==> config.mk <==
export PLATFORM = sky130hd
export DESIGN_NAME = vram_write_ctrl
export DESIGN_NICKNAME = d
export VERILOG_FILES = /design/src/rtl/vram_write_ctrl.sv
export SDC_FILE = /design/constraint.sdc
export NUM_CORES = 1
export LEC_CHECK = 0
export ABC_AREA = 0
export CAP_MARGIN = 20
export CORE_UTILIZATION = 50
export CTS_BUF_LIST = sky130_fd_sc_hd__clkbuf_4 sky130_fd_sc_hd__clkbuf_8
export DETAILED_ROUTE_END_ITERATION = 7
export GPL_TIMING_DRIVEN = 0
export PLACE_DENSITY = 0.84
export SYNTH_ARGS = -nofsm -noshare
export SYNTH_HDL_FRONTEND = slang
export SYNTH_SLANG_ARGS = --single-unit
==> constraint.sdc <==
create_clock -name clk -period 6.2 [get_ports clk]
set_clock_uncertainty 0.2 [all_clocks]
set_input_delay 1.24 -clock clk [delete_from_list [all_inputs] [get_ports clk]]
set_output_delay 1.24 -clock clk [all_outputs]
set_load 0.01 [all_outputs]
==> src/rtl/vram_write_ctrl.sv <==
// Frame-buffer write-port owner: round-robin arbiter for two pixel writers plus
// a full-screen clear sequencer. Optional drop counter: VRAM_WRITE_CTRL_DROP_CNT_EN.
module vram_write_ctrl #(
    parameter int H_RES       = 640,
    parameter int V_RES       = 480,
    parameter int AW          = 11,
    parameter int DW          = 3,
    parameter int CLEAR_INDEX = 0
) (
    input  logic          clk,
    input  logic          rst_n,
`ifdef VRAM_WRITE_CTRL_DROP_CNT_EN
    output logic [15:0]   drop_cnt,
`endif
    input  logic          clear_start,
    output logic          clear_busy,
    output logic          clear_done,
    input  logic          a_valid,
    output logic          a_ready,
    input  logic [AW-1:0] a_x,
    input  logic [AW-1:0] a_y,
    input  logic [DW-1:0] a_data,
    input  logic          b_valid,
    output logic          b_ready,
    input  logic [AW-1:0] b_x,
    input  logic [AW-1:0] b_y,
    input  logic [DW-1:0] b_data,
    output logic          wen,
    output logic [AW-1:0] waddr_x,
    output logic [AW-1:0] waddr_y,
    output logic [DW-1:0] wdata
);

    typedef enum logic {IDLE, CLEAR} state_e;

    localparam logic [AW-1:0] X_LAST = AW'(H_RES - 1);
    localparam logic [AW-1:0] Y_LAST = AW'(V_RES - 1);

    state_e        state_q, state_d;
    logic          grant_b_q, grant_b_d;   // last granted writer was B
    logic [AW-1:0] cx_q, cx_d, cy_q, cy_d;
    logic          wen_q, wen_d;
    logic [AW-1:0] wx_q, wx_d, wy_q, wy_d;
    logic [DW-1:0] wd_q, wd_d;
    logic          busy_q, busy_d, done_q, done_d;

    logic          a_xfer, b_xfer, xfer, in_range;
    logic [AW-1:0] sel_x, sel_y;
    logic [DW-1:0] sel_data;

    always_comb begin
        a_ready = 1'b0;
        b_ready = 1'b0;
        if (state_q == IDLE && !clear_start) begin
            if (a_valid && (!b_valid || grant_b_q))
                a_ready = 1'b1;
            else if (b_valid)
                b_ready = 1'b1;
        end
        a_xfer   = a_valid && a_ready;
        b_xfer   = b_valid && b_ready;
        xfer     = a_xfer || b_xfer;
        sel_x    = b_xfer ? b_x    : a_x;
        sel_y    = b_xfer ? b_y    : a_y;
        sel_data = b_xfer ? b_data : a_data;
        // Widened compare so H_RES == 2**AW still works.
        in_range = ({1'b0, sel_x} < (AW+1)'(H_RES)) && ({1'b0, sel_y} < (AW+1)'(V_RES));
    end

    always_comb begin
        state_d   = state_q;
        grant_b_d = grant_b_q;
        cx_d      = cx_q;
        cy_d      = cy_q;
        wen_d     = 1'b0;
        wx_d      = wx_q;
        wy_d      = wy_q;
        wd_d      = wd_q;
        busy_d    = busy_q;
        done_d    = 1'b0;
        case (state_q)
            IDLE: begin
                if (clear_start) begin
                    state_d = CLEAR;
                    busy_d  = 1'b1;
                    cx_d    = '0;
                    cy_d    = '0;
                end else if (xfer) begin
                    grant_b_d = b_xfer;
                    if (in_range) begin
                        wen_d = 1'b1;
                        wx_d  = sel_x;
                        wy_d  = sel_y;
                        wd_d  = sel_data;
                    end
                end
            end
            CLEAR: begin
                wen_d = 1'b1;
                wx_d  = cx_q;
                wy_d  = cy_q;
                wd_d  = DW'(CLEAR_INDEX);
                if (cx_q == X_LAST) begin
                    cx_d = '0;
                    if (cy_q == Y_LAST) begin
                        cy_d    = '0;
                        state_d = IDLE;
                        busy_d  = 1'b0;
                        done_d  = 1'b1;
                    end else begin
                        cy_d = cy_q + 1'b1;
                    end
                end else begin
                    cx_d = cx_q + 1'b1;
                end
            end
            default: state_d = IDLE;
        endcase
    end

`ifdef VRAM_WRITE_CTRL_DROP_CNT_EN
    logic [15:0] drop_q, drop_d;

    always_comb begin
        drop_d = drop_q;
        if (state_q == IDLE && clear_start)
            drop_d = '0;
        else if (xfer && !in_range && drop_q != 16'hFFFF)
            drop_d = drop_q + 16'd1;
    end

    always_ff @(posedge clk or negedge rst_n) begin
        if (!rst_n) drop_q <= '0;
        else        drop_q <= drop_d;
    end

    assign drop_cnt = drop_q;
`endif

    always_ff @(posedge clk or negedge rst_n) begin
        if (!rst_n) begin
            state_q   <= IDLE;
            grant_b_q <= 1'b1;
            cx_q      <= '0;
            cy_q      <= '0;
            wen_q     <= 1'b0;
            wx_q      <= '0;
            wy_q      <= '0;
            wd_q      <= '0;
            busy_q    <= 1'b0;
            done_q    <= 1'b0;
        end else begin
            state_q   <= state_d;
            grant_b_q <= grant_b_d;
            cx_q      <= cx_d;
            cy_q      <= cy_d;
            wen_q     <= wen_d;
            wx_q      <= wx_d;
            wy_q      <= wy_d;
            wd_q      <= wd_d;
            busy_q    <= busy_d;
            done_q    <= done_d;
        end
    end

    assign wen        = wen_q;
    assign waddr_x    = wx_q;
    assign waddr_y    = wy_q;
    assign wdata      = wd_q;
    assign clear_busy = busy_q;
    assign clear_done = done_q;

endmodule

==> results_dict.tcl <==
set metrics [dict create \
    status "finished, final reports clean" \
    max_slew_margin_pct 58.40 \
    worstMarginPinSlew_ps 624.0 \
    clock_sinks 52 \
    wl_per_cell_um 18.59 \
    synth-seq-cells 52 \
    areaGrowthSynthToFinish_pct 36.20 \
    postCtsSetupRepairBufs 0 \
    ys_warn_count 0 \
    drt-total-wl_um 8869 \
    antenna_found_initial 0 \
    drv_slew 0 \
    ys_types 53 \
    syn-num-nets 369 \
    fmax_mhz 197.7 \
    cp_slowest_cell "clkdlybuf4s50_1" \
    hpwl_um 6336 \
    final.min_clock_period_ps 5058 \
    dp.cells 469 \
    core_area_um2 5574 \
    grt_pass1_wl_um 14400 \
    n_antenna_cell 0 \
    gr-usage-all-layers_pct 30.82 \
    crit_chain "clkdlybuf4s50_1 -> nor2_2 -> nand2_1 -> clkinv_1 -> buf_2 -> clkdlybuf4s50_1" \
    synth_edf_count 0 \
    crit_required_ps 4760 \
    final_util_pct 71.36 \
    cts_made_buffers 5 \
    vias_per_cell 6.296 \
    rsz0062_at_grt "no" \
    die_h_um 78.43 \
    ctsResizeCount 0 \
    whs_endpoint "clear_busy" \
    setup-violations-final 0 \
    clk_latency_ps 320 \
    arrival_ps 3620 \
    power_density_nw_per_um2 160.0 \
    drive_gt1_share_pct 9.136 \
    crit_type "in2out" \
    hold_violations 0 \
    initial_core_util_pct 52.39 \
    reg2reg_from "state_q" \
    critPathTopFamily "buffers and inverters" \
    reg2reg_slack_ps 3670 \
    rows 27 \
    ant_nets 0 \
    peakVddDrop_mv 0.08806 \
    cts_max_path_buffers 2 \
    fin_nets 461 \
    reg2reg_to "waddr_y[0]" \
    synthFlopType "dfrtp_1" \
    place_congestion 0.8641 \
    leakage_uw 0.001582 \
    ctsHtreeMaxLevel 2 \
    drt_iter0_drc 263 \
    min_from "clear_busy" \
    worst-path-max-fanout 10 \
    finalSetupTns_ps 0 \
    cts-root-buf "clkbuf_8" \
    final-instance-count-excl-fill 477 \
    cp-end-kind "output port" \
    drc 0 \
    synth_cells 312 \
    port_buffers 84 \
    grt_pass1_vias 2941 \
    yosysSeqAreaShare_pct 44.60 \
    cp-start-kind "primary input" \
    die_w_um 78.43 \
    cts_hold_buf 0 \
    hold_class "reg2reg" \
    fin_crit_sh_pct 81.59 \
    io_pins 85 \
    crit_buf_inv 4 \
    syn_area_per_cell_um2 9.360 \
    netlist_area_um2 2920 \
    clk_pin_slew_worst_paths_ps 80 \
    path_common_cell "clkdlybuf4s50_1" \
    drv_cap 0 \
    grt_overflow 0 \
    hold_depth 1 \
    critical_path.max_stage_delay_ps 570 \
    r2r_cells 7 \
    async_flop_share_pct 100.0 \
    grt_max_degree 29 \
    vias 3003 \
    drt-pass1-iter-count 5 \
    cts_tree "yes" \
    dieArea_um2 6150 \
]
-- worst max path at each step --
stage | startpoint | end | slack, ps | depth (start not counted)
3_5_place_dp | clear_start | b_ready | 1150 | 6
6_report | clear_start | b_ready | 1140 | 6
3_3_place_gp | clear_start | b_ready | 1190 | 6
2_1_floorplan | clear_start | b_ready | 2730 | 4
5_1_grt | clear_start | b_ready | 1020 | 6
4_1_cts | clear_start | b_ready | 1150 | 6
-- layer usage --
layer	vias to the layer above	part of all wire (%)	GRT usage (%)
met3	23	10	5.465
met4	0	2.4	12.41
li1	1355	-	-
met1	1423	39	39.26
met5	-	0	5.455
met2	202	49	51.32
-- state kept, by name (all words and copies together) (netlist names) --
register,flops
wdata,3
cx_q,11
wen,1
cy_q,11
waddr_y,11
state_q,1
waddr_x,11
grant_b_q,1
clear_busy,1
clear_done,1
-- Yosys cell counts (2+ instances only) --
| cell | n | area (um2) |
|---|---|---|
| inv_1 | 12 | 45.04 |
| dfrtp_1 | 51 | 1276 |
| ha_1 | 2 | 25.02 |
| a221oi_1 | 5 | 43.79 |
| o31ai_1 | 9 | 67.56 |
| a31oi_1 | 2 | 12.51 |
| a221oi_2 | 3 | 45.04 |
| nand3b_1 | 2 | 15.01 |
| clkbuf_1 | 10 | 37.54 |
| nand3_1 | 7 | 35.03 |
| nand2b_1 | 3 | 18.77 |
| buf_2 | 4 | 20.02 |
| nand2_1 | 32 | 120.1 |
| buf_6 | 2 | 22.52 |
| o21ai_1 | 10 | 50.05 |
| o211a_1 | 10 | 100.1 |
| nor2_1 | 15 | 56.30 |
| a21oi_1 | 6 | 30.03 |
| and4_1 | 3 | 26.28 |
| nand4_1 | 6 | 37.54 |
| mux2i_1 | 4 | 40.04 |
| a311oi_2 | 3 | 45.04 |
| nor3_1 | 35 | 175.2 |
| a22o_1 | 3 | 26.28 |
| o21ai_0 | 27 | 135.1 |
| or3_1 | 14 | 87.58 |
| nor2b_1 | 2 | 12.51 |
| or2_2 | 3 | 18.77 |
| o22ai_1 | 3 | 18.77 |
-- area by class of cell --
cell class | count | area [um2]
buffer | 18 | 91.34
clock buffer | 6 | 76.32
tap | 72 | 90.09
multi-input combinational | 229 | 1478
clock inverter | 2 | 35.03
sequential | 52 | 1303
timing repair buffer | 85 | 855.8
fill | 436 | 1597
inverter | 13 | 48.80
-- worst reg2reg max path, cell delays in order, from the launching register on --
cell	delay, ps
dfrtp_1	450
nor2_2	390
nand2_1	400
clkinv_1	260
buf_2	290
nor3_1	80
o21ai_0	220
o211a_1	190
-- stage by stage --
| stage | worst slack (ps) | cell area (um2) | hold slack, ps | total power (uW) |
|---|---|---|---|---|
| floorplan | 2726 | 2920 | 287.3 | 356.3 |
| global placement | 1188 | 3851 | 311.3 | 400.3 |
| detailed placement | 1152 | 3866 | 297.5 | 402.3 |
| CTS | 1152 | 3978 | 334.9 | 637.1 |
| global route | 1019 | 3978 | 380.2 | 655.2 |
| finish | 1142 | 3978 | 335.2 | 636.5 |
-- layout by cell type (no fill, tap or decap), drive strengths merged, types with 4 or more instances in the layout --
cell and count:
o211a 10, clkdlybuf4s50 83, inv 12, dfrtp 51
a21oi 7, o31ai 10, nand3 8, clkbuf 16
mux2i 4, o21ai 37, buf 10, a221oi 8
nand4 6, nand2 32, nor2 16, nor3 36
or3 14
-- cell families after synthesis --
family	synth area share, %
fa+ha+maj	0.8568
mux	1.757
compound gates	23.44
simple gates	24.25
buf+inv	4.798
flops	44.60
xor+xnor	0.3000
-- report_power, final --
part	switching [uW]	leakage (uW)	total, uW	internal (uW)
clock	116	0.0000586	241	124
combinational	20.3	0.000966	56.2	35.9
sequential	0.243	0.000558	340	339
(Power assumes the default switching activity.)
